[src/rtl/rdout_train_ctrl.sv]
// rdout_train_ctrl
// Sequencer for the readout trainer's online-learning datapath.
// Issues one training-sample address per cycle for a programmed number of
// epochs, then holds the readout clock-enable high for LATENCY more cycles so
// the final weight update reaches the readout before the outputs are frozen.
// A matching valid/index delay line tags each estimate with its sample index.
//
// Optional build macro: RDOUT_CTRL_EPOCH_TICK_EN
//   When defined, adds output epoch_tick, a one-cycle pulse aligned with
//   est_valid whenever est_idx is the last sample of an epoch.
//
// Handshake note: start and abort are single-cycle request pulses sampled on
// the rising clock edge. start is accepted only in IDLE/DONE with a non-zero
// n_epochs and no abort in the same cycle; abort is always accepted and wins
// over start. est_valid is a pure qualifier (no back-pressure): est_idx is
// meaningful only in cycles where est_valid is high.
//
// LATENCY must be at least 1.

module rdout_train_ctrl #(
    parameter int ADDR_W    = 6,
    parameter int N_SAMPLES = 64,
    parameter int LATENCY   = 4,
    parameter int EPOCH_W   = 8
) (
    input  logic               clk,
    input  logic               rst_N,
    input  logic               start,
    input  logic               abort,
    input  logic [EPOCH_W-1:0] n_epochs,
    output logic [ADDR_W-1:0]  addr,
    output logic               rd_ce,
    output logic               est_valid,
    output logic [ADDR_W-1:0]  est_idx,
    output logic [EPOCH_W-1:0] epoch,
    output logic               busy,
    output logic               done,
`ifdef RDOUT_CTRL_EPOCH_TICK_EN
    output logic               epoch_tick,
`endif
    output logic [1:0]         dbg_state_o
);

    localparam logic [1:0] S_IDLE  = 2'd0;
    localparam logic [1:0] S_TRAIN = 2'd1;
    localparam logic [1:0] S_DRAIN = 2'd2;
    localparam logic [1:0] S_DONE  = 2'd3;

    localparam int CNT_W = (LATENCY > 1) ? $clog2(LATENCY) : 1;

    localparam logic [ADDR_W-1:0]  LAST_ADDR  = ADDR_W'(N_SAMPLES - 1);
    localparam logic [EPOCH_W-1:0] EPOCH_MAX  = {EPOCH_W{1'b1}};
    localparam logic [CNT_W-1:0]   DRAIN_LOAD = CNT_W'(LATENCY - 1);

    logic [1:0]         state_q, state_d;
    logic [ADDR_W-1:0]  addr_q, addr_d;
    logic [EPOCH_W-1:0] epoch_q, epoch_d;
    logic [EPOCH_W-1:0] limit_q, limit_d;
    logic [CNT_W-1:0]   drain_q, drain_d;

    // Delay lines: stage 0 captures the current cycle, stage LATENCY-1 is
    // what the readout output corresponds to.
    logic [LATENCY-1:0] vld_q;
    logic [ADDR_W-1:0]  idx_q [LATENCY];

    logic               issue;
    logic               start_ok;
    logic               at_last;
    logic [EPOCH_W-1:0] epoch_inc;

    assign issue    = (state_q == S_TRAIN);
    assign at_last  = (addr_q == LAST_ADDR);
    assign start_ok = start && !abort && (n_epochs != '0) &&
                      ((state_q == S_IDLE) || (state_q == S_DONE));

    // Epoch increment saturates so an oversize count can never wrap to zero.
    assign epoch_inc = (epoch_q == EPOCH_MAX) ? epoch_q : (epoch_q + 1'b1);

    // Next-state logic for the sequencer: abort overrides everything.
    always_comb begin
        state_d = state_q;
        addr_d  = addr_q;
        epoch_d = epoch_q;
        limit_d = limit_q;
        drain_d = drain_q;
        if (abort) begin
            state_d = S_IDLE;
            addr_d  = '0;
        end else begin
            case (state_q)
                S_IDLE, S_DONE: begin
                    if (start_ok) begin
                        state_d = S_TRAIN;
                        addr_d  = '0;
                        epoch_d = '0;
                        limit_d = n_epochs;
                    end
                end
                S_TRAIN: begin
                    if (at_last) begin
                        addr_d  = '0;
                        epoch_d = epoch_inc;
                        if (epoch_inc == limit_q) begin
                            state_d = S_DRAIN;
                            drain_d = DRAIN_LOAD;
                        end
                    end else begin
                        addr_d = addr_q + 1'b1;
                    end
                end
                S_DRAIN: begin
                    if (drain_q == '0) begin
                        state_d = S_DONE;
                    end else begin
                        drain_d = drain_q - 1'b1;
                    end
                end
                default: begin
                    state_d = S_IDLE;
                    addr_d  = '0;
                end
            endcase
        end
    end

    // Sequencer state registers.
    always_ff @(posedge clk or negedge rst_N) begin
        if (!rst_N) begin
            state_q <= S_IDLE;
            addr_q  <= '0;
            epoch_q <= '0;
            limit_q <= '0;
            drain_q <= '0;
        end else begin
            state_q <= state_d;
            addr_q  <= addr_d;
            epoch_q <= epoch_d;
            limit_q <= limit_d;
            drain_q <= drain_d;
        end
    end

    // Valid/index delay line; abort flushes in-flight samples.
    always_ff @(posedge clk or negedge rst_N) begin
        if (!rst_N) begin
            vld_q <= '0;
            for (int i = 0; i < LATENCY; i++) begin
                idx_q[i] <= '0;
            end
        end else if (abort) begin
            vld_q <= '0;
            for (int i = 0; i < LATENCY; i++) begin
                idx_q[i] <= '0;
            end
        end else begin
            vld_q[0] <= issue;
            idx_q[0] <= addr_q;
            for (int i = 1; i < LATENCY; i++) begin
                vld_q[i] <= vld_q[i-1];
                idx_q[i] <= idx_q[i-1];
            end
        end
    end

    assign addr        = addr_q;
    assign epoch       = epoch_q;
    assign busy        = (state_q == S_TRAIN) || (state_q == S_DRAIN);
    assign rd_ce       = busy;
    assign done        = (state_q == S_DONE);
    assign est_valid   = vld_q[LATENCY-1];
    assign est_idx     = idx_q[LATENCY-1];
    assign dbg_state_o = state_q;

`ifdef RDOUT_CTRL_EPOCH_TICK_EN
    // Marks the last sample of each epoch as it lands at the readout.
    assign epoch_tick = est_valid && (est_idx == LAST_ADDR);
`endif

`ifndef SYNTHESIS
    a_est_needs_ce : assert property (@(posedge clk) disable iff (!rst_N)
        est_valid |-> rd_ce);
    a_done_not_busy : assert property (@(posedge clk) disable iff (!rst_N)
        done |-> !busy);
`endif

endmodule

[config.mk]
export PLATFORM = sky130hd
export DESIGN_NAME = rdout_train_ctrl
export DESIGN_NICKNAME = d
export VERILOG_FILES = /design/src/rtl/rdout_train_ctrl.sv
export SDC_FILE = /design/constraint.sdc
export NUM_CORES = 1
export LEC_CHECK = 0
export ABC_AREA = 1
export CORE_ASPECT_RATIO = 0.75
export CORE_MARGIN = 3
export CORE_UTILIZATION = 33
export CTS_CLUSTER_DIAMETER = 200
export DETAILED_ROUTE_END_ITERATION = 10
export GPL_TIMING_DRIVEN = 0
export SLEW_MARGIN = 20
export SYNTH_ARGS = -nofsm -noshare
export SYNTH_HDL_FRONTEND = slang
export SYNTH_SLANG_ARGS = --single-unit
export TNS_END_PERCENT = 20
[constraint.sdc]
create_clock -name clk -period 1.8 [get_ports clk]
set_input_delay 0.54 -clock clk [delete_from_list [all_inputs] [get_ports clk]]
set_output_delay 0.54 -clock clk [all_outputs]
set_load 0.1 [all_outputs]
* Yosys cells after proc, flatten, opt, wreduce, memory -nomap -nowiden
Index checks and enable logic that the tools add are counted.
** Word-level totals
- Bits in registers :: 54
- Input bits :: 12
- Output and inout bits :: 26
- Word-level logic and storage cells :: 66
** Operators by class
- $add $sub $neg :: 3
- Eq/ne operators :: 14
- Multiplexer cells :: 20
- Bitwise logic cells :: 1
- Reduce and logical (&&, ||, !) cells :: 18
** Operators with widths (number)
- $mux 24 :: 1
- $mux 8 :: 3
- $mux 6 :: 3
- $mux 2 :: 8
- $pmux 8 s2 :: 1
- $pmux 6 s2 :: 1
- $add 8x1->8 const B :: 1
- $eq 8x8->1 :: 1
- $eq 8x8->1 const B :: 1
- $reduce_and 4->1 :: 2
- $reduce_bool 8->1 :: 1
- $add 6x1->6 const B :: 1
- $eq 6x6->1 const B :: 1
- $ne 3x2->1 const B :: 2
- $ne 3x3->1 const B :: 2
- $pmux 2 s3 :: 1
- $reduce_and 5->1 :: 1
- $eq 2x2->1 const B :: 2
- $logic_not 2->1 :: 2
- $mux 4 :: 1
- $ne 2x1->1 const B :: 2
- $ne 2x2->1 const B :: 2
- $pmux 2 s2 :: 1
- $reduce_bool 2->1 :: 2
- other kinds (10) :: 13

* Longest topological paths before layout
- Word-level depth :: 7
- Depth in mapped cells :: 16
- Mapped depth without buffers :: 15

* Worst setup path after synthesis
OpenSTA, ideal clock, no wires.
- Path kind :: reg2out
- Start point :: reg state_q[0], in the netlist dbg_state_o[0]
- End point :: out rd_ce
- Data arrival time :: 2.484 ns
- Data required time :: 1.260 ns
- Path slack :: -1.224 ns
- Stages on the path, launching flop included :: 5
- Path buffers :: 1
- Cells stage by stage :: dfrtp_1 -> inv_1 -> ha_1 -> inv_1 -> buf_4
** Between the ends
- Word-level cells in the longest chain between the ends :: 2
- Elaborated cells on any way between the ends :: 3
- Classes of those cells :: eq/ne: 2; reduce/logical: 1
** RTL lines
- start: declaration :: RTL line 55 : logic [1:0] state_q, state_d;
- start signal: assignment :: RTL line 135 : state_q <= state_d;
- $eq 2x1->1 / $eq 2x2->1 (equally long branches) :: RTL line 167 : assign busy = (state_q == S_TRAIN) || (state_q == S_DRAIN);
- $logic_or 1x1->1 * :: RTL line 167
- end: declaration :: RTL line 32 : output logic rd_ce,
Every way passes the cells marked *; elsewhere a longest branch is shown, timed or not.

* Worst setup path in the final report
- Start point :: reg state_q[1], in the netlist dbg_state_o[1]
- End point :: out rd_ce
The elaborated chain is that of the path after synthesis.

==> run_results.csv <==
group,metric,value,unit
place,numPortBuffers,37,
clocking,numCtsBuffers,5,
logic_synthesis,mappedNetlistArea,0.00266,mm²
place,detailedPlace.worstSlack,-868,ps
critical_path,crit_slowest_cell,"sky130_fd_sc_hd__dfrtp_4",
final_layout,antenna_cells_inserted,0,
timing,grt_setup_unrepaired,"yes",
logic_synthesis,synth-warning-count,0,
timing,maxClockFrequency,476,MHz
drt,avgRoutedWirePerCell,12.1,µm
logic_synthesis,total_of_flip_flops_plus_latches_after_synthesis,54,
place,placed_cell_area,0.00322,mm²
logic_synthesis,post_synth_main_area_contributors,"sky130_fd_sc_hd__dfrtp_1 (51%), sky130_fd_sc_hd__nand2_1 (9.0%), sky130_fd_sc_hd__inv_1 (8.2%), sky130_fd_sc_hd__nor2_1 (6.1%), sky130_fd_sc_hd__nand3_1 (5.8%)",
power,fin_total_pwr,0.00466,W
global_route,grt_start_max_net_pins,55,
timing,finalClockSkew,4.47,ps
power,clockPowerShare,15.6,%
clocking,number_of_hold_buffers_added_after_cts,0,
drt,vias,2216,
logic_synthesis,synth.avg_cell_area,8.15,µm²
logic_synthesis,simple_gate_area_share_of_the_yosys_netlist,26.6,%
final_layout,design.final.nets,409,
clocking,tritoncts_num_sinks,54,
critical_path,crit_end,"rd_ce",
logic_synthesis,synth_cell_types,23,
logic_synthesis,synth-seq-area-share,50.9,%
final_layout,drive_gt1_share,30.9,%
critical_path,crit_chain,"ha_4 > clkinvlp_4 > buf_12 > buf_12",
critical_path,r2r_slack,-140,ps
global_route,globalRouteOverflowTotal,0,
critical_path,startpoint_types,"flip-flop",
final_layout,num-fill-cells,737,
place,hpwl,4020,µm
timing,fin_setup_tns,-1710,ps
timing,timing.final.ws_setup,-299,ps
critical_path,path_delay_family,"flip-flops",
logic_synthesis,fraction_of_synthesized_area_in_multiplexers,0,%
power,power.density_cell_area,1290,mW/mm²
floorplanning,ioPinCount,38,
place,routabilityCongestion,0.895,
power,switching_power,0.00209,W
timing,slew-limit-headroom,54.3,%
critical_path,critPathRequiredTime,1260,ps
critical_path,critical_path.startpoint,"dbg_state_o[1]",
drt,drt_drc_violations_left,0,
clocking,worstSkewPairLatency,310,ps
timing,timing_max_transition_violations_final,0,
critical_path,cp_common_cell,"sky130_fd_sc_hd__buf_12",
drt,ant_nets,0,
global_route,wire_length_of_the_first_global_routing_pass,9250,µm
final_layout,stdcell_area,0.00360,mm²
timing,period_share,117,%
logic_synthesis,synth-compound-area-share,6.12,%
critical_path,criticalPathCategory,"reg -> out",
clocking,clkSlewWorstSetupHoldPaths,100,ps
critical_path,cp.buffers_inverters,3,
clocking,tritoncts_clock_tree,"built",
critical_path,regToRegEndpoint,"epoch[4]",
drt,detailedRoute.firstIterationViolations,171,
global_route,grt_pass1_vias,1885,
power,internal_power,0.00257,W
drt,detail_route.vias_per_cell,4.49,
timing,final_hold_viol_count,0,
hold_path,hp-class,"in -> async",
floorplanning,die_height,83.7,µm
logic_synthesis,yosys.area_share.xor_xnor,1.32,%
status,outcome,"finished with violations",
timing,setup_viol,15,
timing,finalWorstPathRequiredPeriod,2100,ps
drt,dr.pass1.iters,4,
power,vdd_ir_drop_max,1.71,mV
clocking,htree_num_levels,2,
timing,timing_worst_slew_pin_value,685,ps
flow_run,max-cap-violations,0,
logic_synthesis,ys_async_sr_fraction,100,%
logic_synthesis,synth_top_cell_area_share,50.9,%
power,leakagePower,1.78,nW
logic_synthesis,synth.largest_area_cell,"sky130_fd_sc_hd__dfrtp_1",
status,failed_checks,"setup timing",
clocking,clockRootBuffer,"sky130_fd_sc_hd__clkbuf_8",
logic_synthesis,ys.flop_type,"sky130_fd_sc_hd__dfrtp_1",
floorplanning,chipWidth,110,µm
power,comb_power_share,52.0,%
logic_synthesis,netlist_instances,326,
critical_path,arrival,1560,ps
floorplanning,std_cell_rows,27,
global_route,groute.usage.overall,12.8,%
power,switching_share,44.8,%
logic_synthesis,synth_top_family_by_area,"simple AND/OR/NAND/NOR gates",
critical_path,critical_path.max_stage_delay,520,ps
logic_synthesis,area_share_of_fa_ha_maj_cells_after_synthesis,2.83,%
final_layout,area.growth.synth_to_final,35.5,%
floorplanning,placeableCoreArea,0.00757,mm²
critical_path,critical_path_depth,4,
logic_synthesis,synth.net_count,344,
critical_path,critical_path_peak_fanout,4,
critical_path,crit-reg2reg-launch,"addr[0]",
critical_path,worst-r2r-cell-count,10,
floorplanning,die_area,0.00917,mm²
drt,routed_wirelength,5970,µm
logic_synthesis,synth-edff-count,0,
power,share_seq_of_total_power,32.4,%
clocking,clock_path_buffers,2,
critical_path,setup.worst_path.end_class,"primary output",
global_route,antenna_violations_before_repair,0,
floorplanning,start_util,35.1,%
==> cells by family (layout without fill, tap and decap cells) <==
group                      Yosys count  after routing
and+or+nand+nor                    157            157
buffers and inverters               74            140
DFF                                 54             54
AOI/OAI and AO/OA                   31             31
adders and majority gates            6              6
xor gates and xnor gates             4              4
==> flip-flops by register name (all words and copies together), names as in the netlist <==
name,count
drain_q,2
vld_q,4
addr,6
limit_q,8
epoch,8
est_idx,6
dbg_state_o,2
idx_q,18
==> power groups by stage <==
stage | Clock [W] | Sequential (W) | Combinational, W
after global placement | 0 | 0.00153 | 0.00196
final | 0.000727 | 0.00151 | 0.00242
after CTS | 0.000751 | 0.00151 | 0.00211
after detailed placement | 0 | 0.00154 | 0.00197
after floorplan | 0 | 0.00177 | 0.00130
after global routing | 0.000800 | 0.00153 | 0.00260
==> cell usage in the layout, fill, tap and decap left out, drive strengths merged, types with 16 or more instances in the layout <==
master and n:
nand2 71, nor2 45, o21ai 20, inv 58, clkbuf 16, dfrtp 54
nand3 32, buf 52
==> layer usage <==
| layer | track usage (%) | part of all wire, % |
|---|---|---|
| met2 | 17.5 | 43 |
| met4 | 2.72 | 0.95 |
| met3 | 3.33 | 5.4 |
| met5 | 0 | 0 |
| met1 | 20.0 | 51 |
==> cells in the mapped netlist (all sizes together) (2+ instances only) <==
library cell   n
nand2         71
a21oi          6
nand4          3
clkbuf         5
inv           58
nand3         32
o21ai         20
ha             6
nor2          45
xor2           3
nor3           4
buf           11
nor4           2
dfrtp         54
o22ai          4
==> layout make-up <==
type | instances | area [µm²] | area share, %
sequential | 54 | 1360 | 37.8
multi-input combinational | 198 | 1150 | 31.9
timing repair buffer | 58 | 493 | 13.7
inverter | 58 | 228 | 6.33
buffer | 16 | 148 | 4.10
tap | 101 | 126 | 3.51
clock buffer | 5 | 68.8 | 1.91
clock inverter | 3 | 26.3 | 0.730
==> worst min path at each step <==
stage               cells after the start         end
CTS                                     1    epoch[5]
global placement                        2  est_idx[4]
detailed placement                      2    idx_q[6]
floorplan                               0     addr[0]
finish                                  1    epoch[5]
global route                            1    epoch[5]
==> through the flow <==
stage	utilization (%)	hold slack, ps	std cells
after global placement	42.6	440	464
after detailed placement	42.5	444	464
after global routing	47.6	289	493
after CTS	43.7	278	474
after floorplan	-	244	326
final	47.6	243	493
==> repair_timing <==
item,4_1_cts,5_1_grt
endpoints found under the setup margin,53,38
pin swaps,2,19
endpoints found under the hold margin,0,0
gates cloned,0,3
setup buffers,2,16
gates resized for setup,137,55
(Power assumes the default switching activity.)
